===== src/rtl/neopix_tx.sv =====
// neopix_tx: byte FIFO feeding a WS2812 single-wire serialiser.
// Bytes are shifted out MSB-first with fixed high-time pulses per bit.
// When the queue runs dry after a byte, a latch low period is emitted.
module neopix_tx #(
  parameter int DEPTH_LOG2 = 4,
  parameter int T0H        = 20,
  parameter int T1H        = 40,
  parameter int TBIT       = 62,
  parameter int TRES       = 2500
) (
  input  logic       clk,
  input  logic       rst,
  input  logic [7:0] din,
  input  logic       din_valid,
  output logic       dout,
  output logic       busy,
  output logic       overflow
);

  localparam int DEPTH   = 1 << DEPTH_LOG2;
  localparam int CNT_MAX = (TRES > TBIT) ? TRES : TBIT;
  localparam int CW      = $clog2(CNT_MAX);
  localparam int LW      = DEPTH_LOG2 + 1;

  localparam logic [CW-1:0] C_TBIT_LAST = CW'(TBIT - 1);
  localparam logic [CW-1:0] C_TRES_LAST = CW'(TRES - 1);
  localparam logic [CW-1:0] C_T0H       = CW'(T0H);
  localparam logic [CW-1:0] C_T1H       = CW'(T1H);
  localparam logic [CW-1:0] C_CNT_ZERO  = CW'(0);
  localparam logic [CW-1:0] C_CNT_ONE   = CW'(1);
  localparam logic [LW-1:0] C_LVL_FULL  = LW'(DEPTH);
  localparam logic [LW-1:0] C_LVL_ZERO  = LW'(0);
  localparam logic [LW-1:0] C_LVL_ONE   = LW'(1);
  localparam logic [DEPTH_LOG2-1:0] C_PTR_ZERO = DEPTH_LOG2'(0);
  localparam logic [DEPTH_LOG2-1:0] C_PTR_ONE  = DEPTH_LOG2'(1);

  typedef enum logic [1:0] {
    ST_IDLE  = 2'd0,
    ST_SEND  = 2'd1,
    ST_LATCH = 2'd2
  } state_t;

  // High time of one bit period for the given data bit value.
  function automatic logic [CW-1:0] high_time(input logic b);
    return b ? C_T1H : C_T0H;
  endfunction

  // FIFO storage and bookkeeping
  logic [7:0]            r_mem [DEPTH];
  logic [DEPTH_LOG2-1:0] r_wr_ptr;
  logic [DEPTH_LOG2-1:0] r_rd_ptr;
  logic [LW-1:0]         r_level;
  logic                  r_overflow;

  // Serialiser state
  state_t                r_state;
  logic [7:0]            r_shreg;
  logic [2:0]            r_bit;
  logic [CW-1:0]         r_cnt;
  logic                  r_dout;
  logic                  r_busy;

  logic                  w_full;
  logic                  w_empty;
  logic                  w_push;
  logic                  w_pop;
  logic [7:0]            w_head;
  logic [CW-1:0]         w_cnt_inc;
  logic                  w_bit_end;
  logic [LW-1:0]         w_level_nxt;

  assign w_full    = (r_level == C_LVL_FULL);
  assign w_empty   = (r_level == C_LVL_ZERO);
  assign w_push    = din_valid & ~w_full;
  assign w_head    = r_mem[r_rd_ptr];
  assign w_cnt_inc = r_cnt + C_CNT_ONE;
  assign w_bit_end = (r_cnt == C_TBIT_LAST);

  // Pop decision: IDLE fetches a new byte, SEND chains the next byte at the end of bit 7.
  always_comb begin
    w_pop = 1'b0;
    case (r_state)
      ST_IDLE: w_pop = ~w_empty;
      ST_SEND: begin
        if (w_bit_end && (r_bit == 3'd7)) begin
          w_pop = ~w_empty;
        end else begin
          w_pop = 1'b0;
        end
      end
      default: w_pop = 1'b0;
    endcase
  end

  // Next FIFO level; a simultaneous push and pop leaves it unchanged.
  always_comb begin
    w_level_nxt = r_level;
    case ({w_push, w_pop})
      2'b10:   w_level_nxt = r_level + C_LVL_ONE;
      2'b01:   w_level_nxt = r_level - C_LVL_ONE;
      default: w_level_nxt = r_level;
    endcase
  end

  // FIFO data array write; contents are invalidated by the pointer reset alone.
  always_ff @(posedge clk) begin
    if (w_push) begin
      r_mem[r_wr_ptr] <= din;
    end
  end

  // FIFO pointers, level and sticky overflow flag.
  always_ff @(posedge clk or posedge rst) begin
    if (rst) begin
      r_wr_ptr   <= C_PTR_ZERO;
      r_rd_ptr   <= C_PTR_ZERO;
      r_level    <= C_LVL_ZERO;
      r_overflow <= 1'b0;
    end else begin
      if (w_push) begin
        r_wr_ptr <= r_wr_ptr + C_PTR_ONE;
      end
      if (w_pop) begin
        r_rd_ptr <= r_rd_ptr + C_PTR_ONE;
      end
      r_level <= w_level_nxt;
      if (din_valid && w_full) begin
        r_overflow <= 1'b1;
      end
    end
  end

  // Serialiser FSM; dout and busy are registered from the values the state takes next.
  always_ff @(posedge clk or posedge rst) begin
    if (rst) begin
      r_state <= ST_IDLE;
      r_shreg <= 8'h00;
      r_bit   <= 3'd0;
      r_cnt   <= C_CNT_ZERO;
      r_dout  <= 1'b0;
      r_busy  <= 1'b0;
    end else begin
      case (r_state)
        ST_IDLE: begin
          if (!w_empty) begin
            r_shreg <= w_head;
            r_bit   <= 3'd0;
            r_cnt   <= C_CNT_ZERO;
            r_state <= ST_SEND;
            r_dout  <= (high_time(w_head[7]) != C_CNT_ZERO);
            r_busy  <= 1'b1;
          end else begin
            r_dout  <= 1'b0;
            r_busy  <= w_push;
          end
        end
        ST_SEND: begin
          r_busy <= 1'b1;
          if (w_bit_end) begin
            r_cnt <= C_CNT_ZERO;
            if (r_bit != 3'd7) begin
              r_shreg <= {r_shreg[6:0], 1'b0};
              r_bit   <= r_bit + 3'd1;
              r_dout  <= (high_time(r_shreg[6]) != C_CNT_ZERO);
            end else if (!w_empty) begin
              r_shreg <= w_head;
              r_bit   <= 3'd0;
              r_dout  <= (high_time(w_head[7]) != C_CNT_ZERO);
            end else begin
              r_state <= ST_LATCH;
              r_dout  <= 1'b0;
            end
          end else begin
            r_cnt  <= w_cnt_inc;
            r_dout <= (w_cnt_inc < high_time(r_shreg[7]));
          end
        end
        ST_LATCH: begin
          r_dout <= 1'b0;
          if (r_cnt == C_TRES_LAST) begin
            r_cnt   <= C_CNT_ZERO;
            r_state <= ST_IDLE;
            r_busy  <= (w_level_nxt != C_LVL_ZERO);
          end else begin
            r_cnt   <= w_cnt_inc;
            r_busy  <= 1'b1;
          end
        end
        default: begin
          r_state <= ST_IDLE;
          r_cnt   <= C_CNT_ZERO;
          r_dout  <= 1'b0;
          r_busy  <= w_push;
        end
      endcase
    end
  end

  assign dout     = r_dout;
  assign busy     = r_busy;
  assign overflow = r_overflow;

endmodule

===== config.mk =====
export PLATFORM = sky130hd
export DESIGN_NAME = neopix_tx
export DESIGN_NICKNAME = d
export VERILOG_FILES = /design/src/rtl/neopix_tx.sv
export SDC_FILE = /design/constraint.sdc
export NUM_CORES = 1
export LEC_CHECK = 0
export BUFFER_PORTS_ARGS = -buffer_cell sky130_fd_sc_hd__buf_2
export CAP_MARGIN = 10
export CORE_MARGIN = 5
export CORE_UTILIZATION = 55
export CTS_BUF_LIST = sky130_fd_sc_hd__clkbuf_4 sky130_fd_sc_hd__clkbuf_8
export CTS_CLUSTER_DIAMETER = 40
export DETAILED_ROUTE_END_ITERATION = 10
export PLACE_DENSITY = 0.71
export RECOVER_POWER = 25
export SETUP_SLACK_MARGIN = 0.05
export SLEW_MARGIN = 25
export SYNTH_ARGS = -nofsm -noshare
export SYNTH_HDL_FRONTEND = slang
export SYNTH_SLANG_ARGS = --single-unit

===== constraint.sdc =====
create_clock -name clk -period 8.4 [get_ports clk]
set_input_delay 0.84 -clock clk [delete_from_list [all_inputs] [get_ports clk]]
set_output_delay 0.84 -clock clk [all_outputs]
set_load 0.005 [all_outputs]

# ---- Word-level counts from Yosys, hierarchy flattened
# Memory sizes are Yosys's and may differ from the RTL's.
# Cells that the tools add are included.
dict set report totals {
  wordCells 78
  regBits 41
  ram_bits 128
  n_memories 1
}
dict set report classes {
  eq_ne 14
  muxes 33
  add_sub_neg 6
  bitwise_logic 3
  order_cmp 1
  reduce_logical 10
}
# memory depth width read_ports rd_clocked_by_memory_dff wr line_no
set mem_list {}
lappend mem_list {r_mem 16 8 1 0 1 49} ;# logic [7:0] r_mem [DEPTH];
# cell count
set op_table {}
lappend op_table {{12-bit two-way mux} 3}
lappend op_table {{12-bit one-hot mux with 3 select lines} 1}
lappend op_table {{8-bit two-way mux} 3}
lappend op_table {{12-bit nonzero test} 2}
lappend op_table {{6-bit two-way mux} 3}
lappend op_table {{8-bit one-hot mux with 2 select lines} 1}
lappend op_table {{12-bit by 1-bit adder with 12-bit output, second input constant} 1}
lappend op_table {{12-bit == test, second input constant} 1}
lappend op_table {{12-bit by 6-bit == test with 1-bit output, second input constant} 1}
lappend op_table {{12-bit by 6-bit less-than comparator with 1-bit output} 1}
lappend op_table {{2-bit two-way mux} 5}
lappend op_table {{2-bit inequality test, second input constant} 5}
lappend op_table {{5-bit one-hot mux with 2 select lines} 1}
lappend op_table {{3-bit two-way mux} 3}
lappend op_table {{4-bit by 1-bit adder with 4-bit output, second input constant} 2}
lappend op_table {{1-bit two-way mux} 8}
lappend op_table {{2-bit one-hot mux with 3 select lines} 1}
lappend op_table {{3-bit one-hot mux with 2 select lines} 1}
lappend op_table {{5-bit by 1-bit adder with 5-bit output, second input constant} 1}
lappend op_table {{5-bit == test, second input constant} 1}
lappend op_table {{5-bit logical NOT} 1}
lappend op_table {{5-bit AND reduction} 1}
lappend op_table {{5-bit nonzero test} 1}
lappend op_table {{5-bit by 1-bit subtractor with 5-bit output, second input constant} 1}
lappend op_table {{13 further kinds} 18}

# ---- Depth between registers and ports, before layout
dict set report logic_depth {
  word_depth 9
  depth_mapped 16
  ltp_nobuf 14
}

# ---- Worst setup path before layout
# No wires, ideal clock.
dict set report synth_timing {
  path_type {register -> register}
  start {reg r_state[1]}
  end {reg r_busy, in the netlist busy}
  arrival_time_ps 3344
  required_time_ps 8264
  synth_period_minus_slack_ps 3480
  n_path_buf 3
  setup_ps 136
  path_slack_ps 4920
  path_stages_with_launch 17
  path_cell_list {dfrtp_1 inv_1 ha_1 buf_4 and4b_1 a41oi_2 buf_2 nor2_1 ha_1 buf_6 nor4_1 nand2_1 or4_4 a21oi_1 a211oi_4 a2111oi_2 a211oi_2}
}
dict set report synth_between {
  elab_chain_cells 7
  elab_cells_between_ends 10
  classes_between {eq/ne: 4; mux: 4; reduce/logical: 2}
}
# item line_no
set synth_lines {}
lappend synth_lines {{start, declared} 56} ;# state_t r_state;
lappend synth_lines {{start signal, assigned} 136} ;# r_state <= ST_IDLE;
lappend synth_lines {{start signal, assigned} 149} ;# r_state <= ST_SEND;
lappend synth_lines {{start signal, assigned} 170} ;# r_state <= ST_LATCH;
lappend synth_lines {{2-bit by 1-bit == test with 1-bit output or 2-bit logical NOT (tied branches)} 82} ;# case (r_state)
lappend synth_lines {{1-bit one-hot mux with 2 select lines (*)} 82}
lappend synth_lines {{2-bit by 1-bit == test with 1-bit output or 2-bit == test (tied branches)} 98} ;# case ({w_push, w_pop})
lappend synth_lines {{5-bit one-hot mux with 2 select lines (*)} 98}
lappend synth_lines {{net w_level_nxt[4]} 70} ;# logic [LW-1:0] w_level_nxt;
lappend synth_lines {{5-bit nonzero test (*)} 183} ;# r_busy <= (w_level_nxt != C_LVL_ZERO);
lappend synth_lines {{1-bit two-way mux (*)} 180} ;# if (r_cnt == C_TRES_LAST) begin
lappend synth_lines {{1-bit one-hot mux with 3 select lines (*)} 143} ;# case (r_state)
lappend synth_lines {{end signal, assigned} 154} ;# r_busy <= w_push;
lappend synth_lines {{end signal, assigned} 183}
lappend synth_lines {{end signal, assigned} 193} ;# r_busy <= w_push;
lappend synth_lines {{end, declared} 61} ;# logic r_busy;
# Mark *: on every way through the listed nets, which the timed path passes. The rest lies on a longest branch.
# A chain may end at the register's enable or synchronous reset.

# ---- Worst setup path after layout
# Same ends and word-level chain as after synthesis.

==> impl_metrics.py <==
metrics = {
    "clocking": {
        "clk_pin_slew_worst_paths_ns": 0.09,
        "cts_tree": "done",
        "cts_num_sinks": 169,
        "clk_latency_ns": 0.45,
        "cts_max_level": 4,
        "cts.repair.resized": 0,
        "cts_buffer_depth": 2,
        "cts_hold_buf": 0,
        "cts_setup_buffers": 0,
        "cts_made_buffers": 17,
        "cts_root_buffer": "clkbuf_8",
    },
    "final_layout": {
        "nets": 522,
        "final_cell_mix": "edfxtp_1 (128), mux4_2 (40), dfrtp_1 (40)",
        "syn_to_final_growth_pct": 7.69,
        "final_util": 0.597,
        "finalNonFillerCells": 686,
        "final_common_cell": "edfxtp_1",
        "final_area_um2": 8190,
        "n_antenna_cell": 0,
        "drive_above_1_share": 0.211,
    },
    "pwr": {
        "ir_worst_vdd_mv": 0.163,
        "p_leak_nw": 2.86,
        "report.power.total_mw": 1.86,
        "powerDensity_nw_per_um2": 227,
    },
    "routing": {
        "vias": 4133,
        "drc": 0,
        "final_antenna_net_count": 0,
        "wl_mm": 14.1,
        "wl_per_cell_um": 20.6,
        "drt_first_iter_violations": 286,
        "vias_per_cell": 6.02,
        "first_pass_iters": 5,
    },
    "global_route": {
        "antenna_found_initial": 0,
        "grt_pass1_vias": 4275,
        "track_usage": 0.186,
        "overflow": 0,
        "grt_start_max_net_pins": 42,
        "grt_pass1_wl_mm": 22.8,
    },
    "worst_setup_path": {
        "critPathTopFamily": "simple AND/OR/NAND/NOR gates",
        "critical_path_class": "flop to flop",
        "r2r.worst_path.cells": 13,
        "worst_setup_path_end_kind": "flop",
        "critical_path_buf_inv_count": 1,
        "cp_max_fo": 11,
        "path_depth": 13,
        "crit_required_ns": 8.73,
        "cpPeakStageDelay_ns": 0.43,
        "cp-start-kind": "flop",
        "worst_path_max_delay_cell": "dfrtp_1",
        "path_cells": "inv_1 -> ha_1 -> and4b_1 -> a41oi_2 -> nor2_1 -> ha_1 -> nor4_1 -> nand2_1 -> or4_4 -> a21oi_1 -> a211oi_4 -> a2111oi_2 -> a211oi_2",
        "crit_top_cell": "ha_1",
        "crit_arrival_ns": 4.32,
    },
    "place": {
        "pre_cts_ws_ns": 4.36,
        "port_buffers": 13,
        "place_congestion": 0.859,
        "placed_area_um2": 7780,
        "place_inst": 654,
        "hpwl_mm": 9.58,
    },
    "job": {
        "drv_cap": 0,
    },
    "sta": {
        "tns_ns": 0,
        "setup_slack_ns": 4.41,
        "relSlewSlack": 0.426,
        "layout_min_cycle_time_ns": 3.99,
        "setup_viol": 0,
        "hold_viol": 0,
        "rsz0062_at_grt": "false",
        "drv_slew": 0,
        "fin_hold_ws_ns": 0.468,
        "finalCritPeriodShare": 0.474,
        "skew_ns": 0.00921,
        "worst_pin_slew_ns": 0.857,
        "max_freq_ghz": 0.251,
    },
    "yosys": {
        "ys_seq_area_frac": 0.641,
        "yosys_warnings": 0,
        "synthCells": 483,
        "syn_area_um2": 7600,
        "synthFlopType": "edfxtp_1",
        "syn_nets": 512,
        "synth_cell_types": 62,
        "avgSynthCellArea_um2": 15.7,
        "synth.top_cell.area_share": 0.506,
        "yosys.area.top_type": "edfxtp_1",
        "synth-seq-cells": 169,
        "yosys-top-cells-area": "edfxtp_1 (51%), dfrtp_1 (13%), mux4_2 (12%)",
        "synth-edff-count": 128,
        "synthArstFlopShare": 0.243,
    },
    "run_status": {
        "status": "completed",
    },
    "floorplan": {
        "die_area_um2": 16300,
        "io_pins": 14,
        "die_h_um": 128,
        "die_x_um": 128,
        "rows": 43,
        "start_util": 0.554,
        "core_area_um2": 13700,
    },
    "worst_hold_path": {
        "worst_hold_path_type": "flop to flop",
        "hold-path-cell-count": 1,
    },
}
## logic make-up after synthesis
| kind of cell | share of synthesized area |
|---|---|
| adders and majority gates | 0.0296 |
| and+or+nand+nor | 0.0958 |
| AOI/OAI and AO/OA | 0.0642 |
| muxes | 0.129 |
| xor gates and xnor gates | 0.0161 |
| buffers and inverters | 0.0250 |
| DFF | 0.641 |
## per-layer routing
| layer | up-vias | share of wire | wire (um) | track usage |
|---|---|---|---|---|
| met5 | - | 0 | 0 | 0 |
| met4 | 0 | 0.012 | 176 | 0.0530 |
| met3 | 13 | 0.043 | 606 | 0.0468 |
| met2 | 86 | 0.52 | 7330 | 0.310 |
| met1 | 2124 | 0.43 | 6020 | 0.245 |
| li1 | 1910 | - | - | - |
## flip-flops by register name, indices dropped and copies added (netlist names), 2 cells and up
signal,count
r_bit,3
r_cnt,12
r_level,5
r_mem,128
r_rd_ptr,4
r_shreg,8
r_state,2
r_wr_ptr,4
## synth_stat cells, types with 3 or more instances
library cell	instances
edfxtp_1	128
dfrtp_1	41
mux4_2	40
nand2_1	36
nor2_1	23
o21ai_0	20
ha_1	18
inv_1	14
a21oi_1	13
clkbuf_1	12
nand4_1	10
and2_1	9
o22ai_1	9
xnor2_1	9
and3_1	8
nand3_1	8
buf_2	5
mux2_2	5
nor3_1	5
xor2_1	5
and4_1	4
o31ai_1	4
a22o_1	3
buf_4	3
nor4_1	3
or4_4	3
## final timing paths
check / start / endpoint / slack [ns]
worst max register to register: r_state[1]$_DFFE_PP0P_ / busy$_DFF_PP0_ / 4.41
min in group asynchronous: rst / r_level[0]$_DFF_PP0_ / 0.49
worst min-delay path: overflow$_DFFE_PP0P_ / overflow$_DFFE_PP0P_ / 0.47
max in group asynchronous: rst / r_rd_ptr[0]$_DFFE_PP0P_ / 7.52
worst min register to register: overflow$_DFFE_PP0P_ / overflow$_DFFE_PP0P_ / 0.47
worst max-delay path: r_state[1]$_DFFE_PP0P_ / busy$_DFF_PP0_ / 4.41
## area by class of cell
type / instances / area [um2]
fill: 1024 / 5530
clock buffer: 17 / 234
inverter: 14 / 52.6
sequential: 169 / 4870
tap: 180 / 225
clock inverter: 15 / 181
timing repair buffer: 16 / 80.1
multi-input combinational: 275 / 2540
## power by group
part           internal (mW)  switching, mW
Sequential             0.983         0.0632
Combinational         0.0940          0.140
Clock                  0.253          0.327
Total                   1.33          0.530
(Power assumes the default switching activity.)
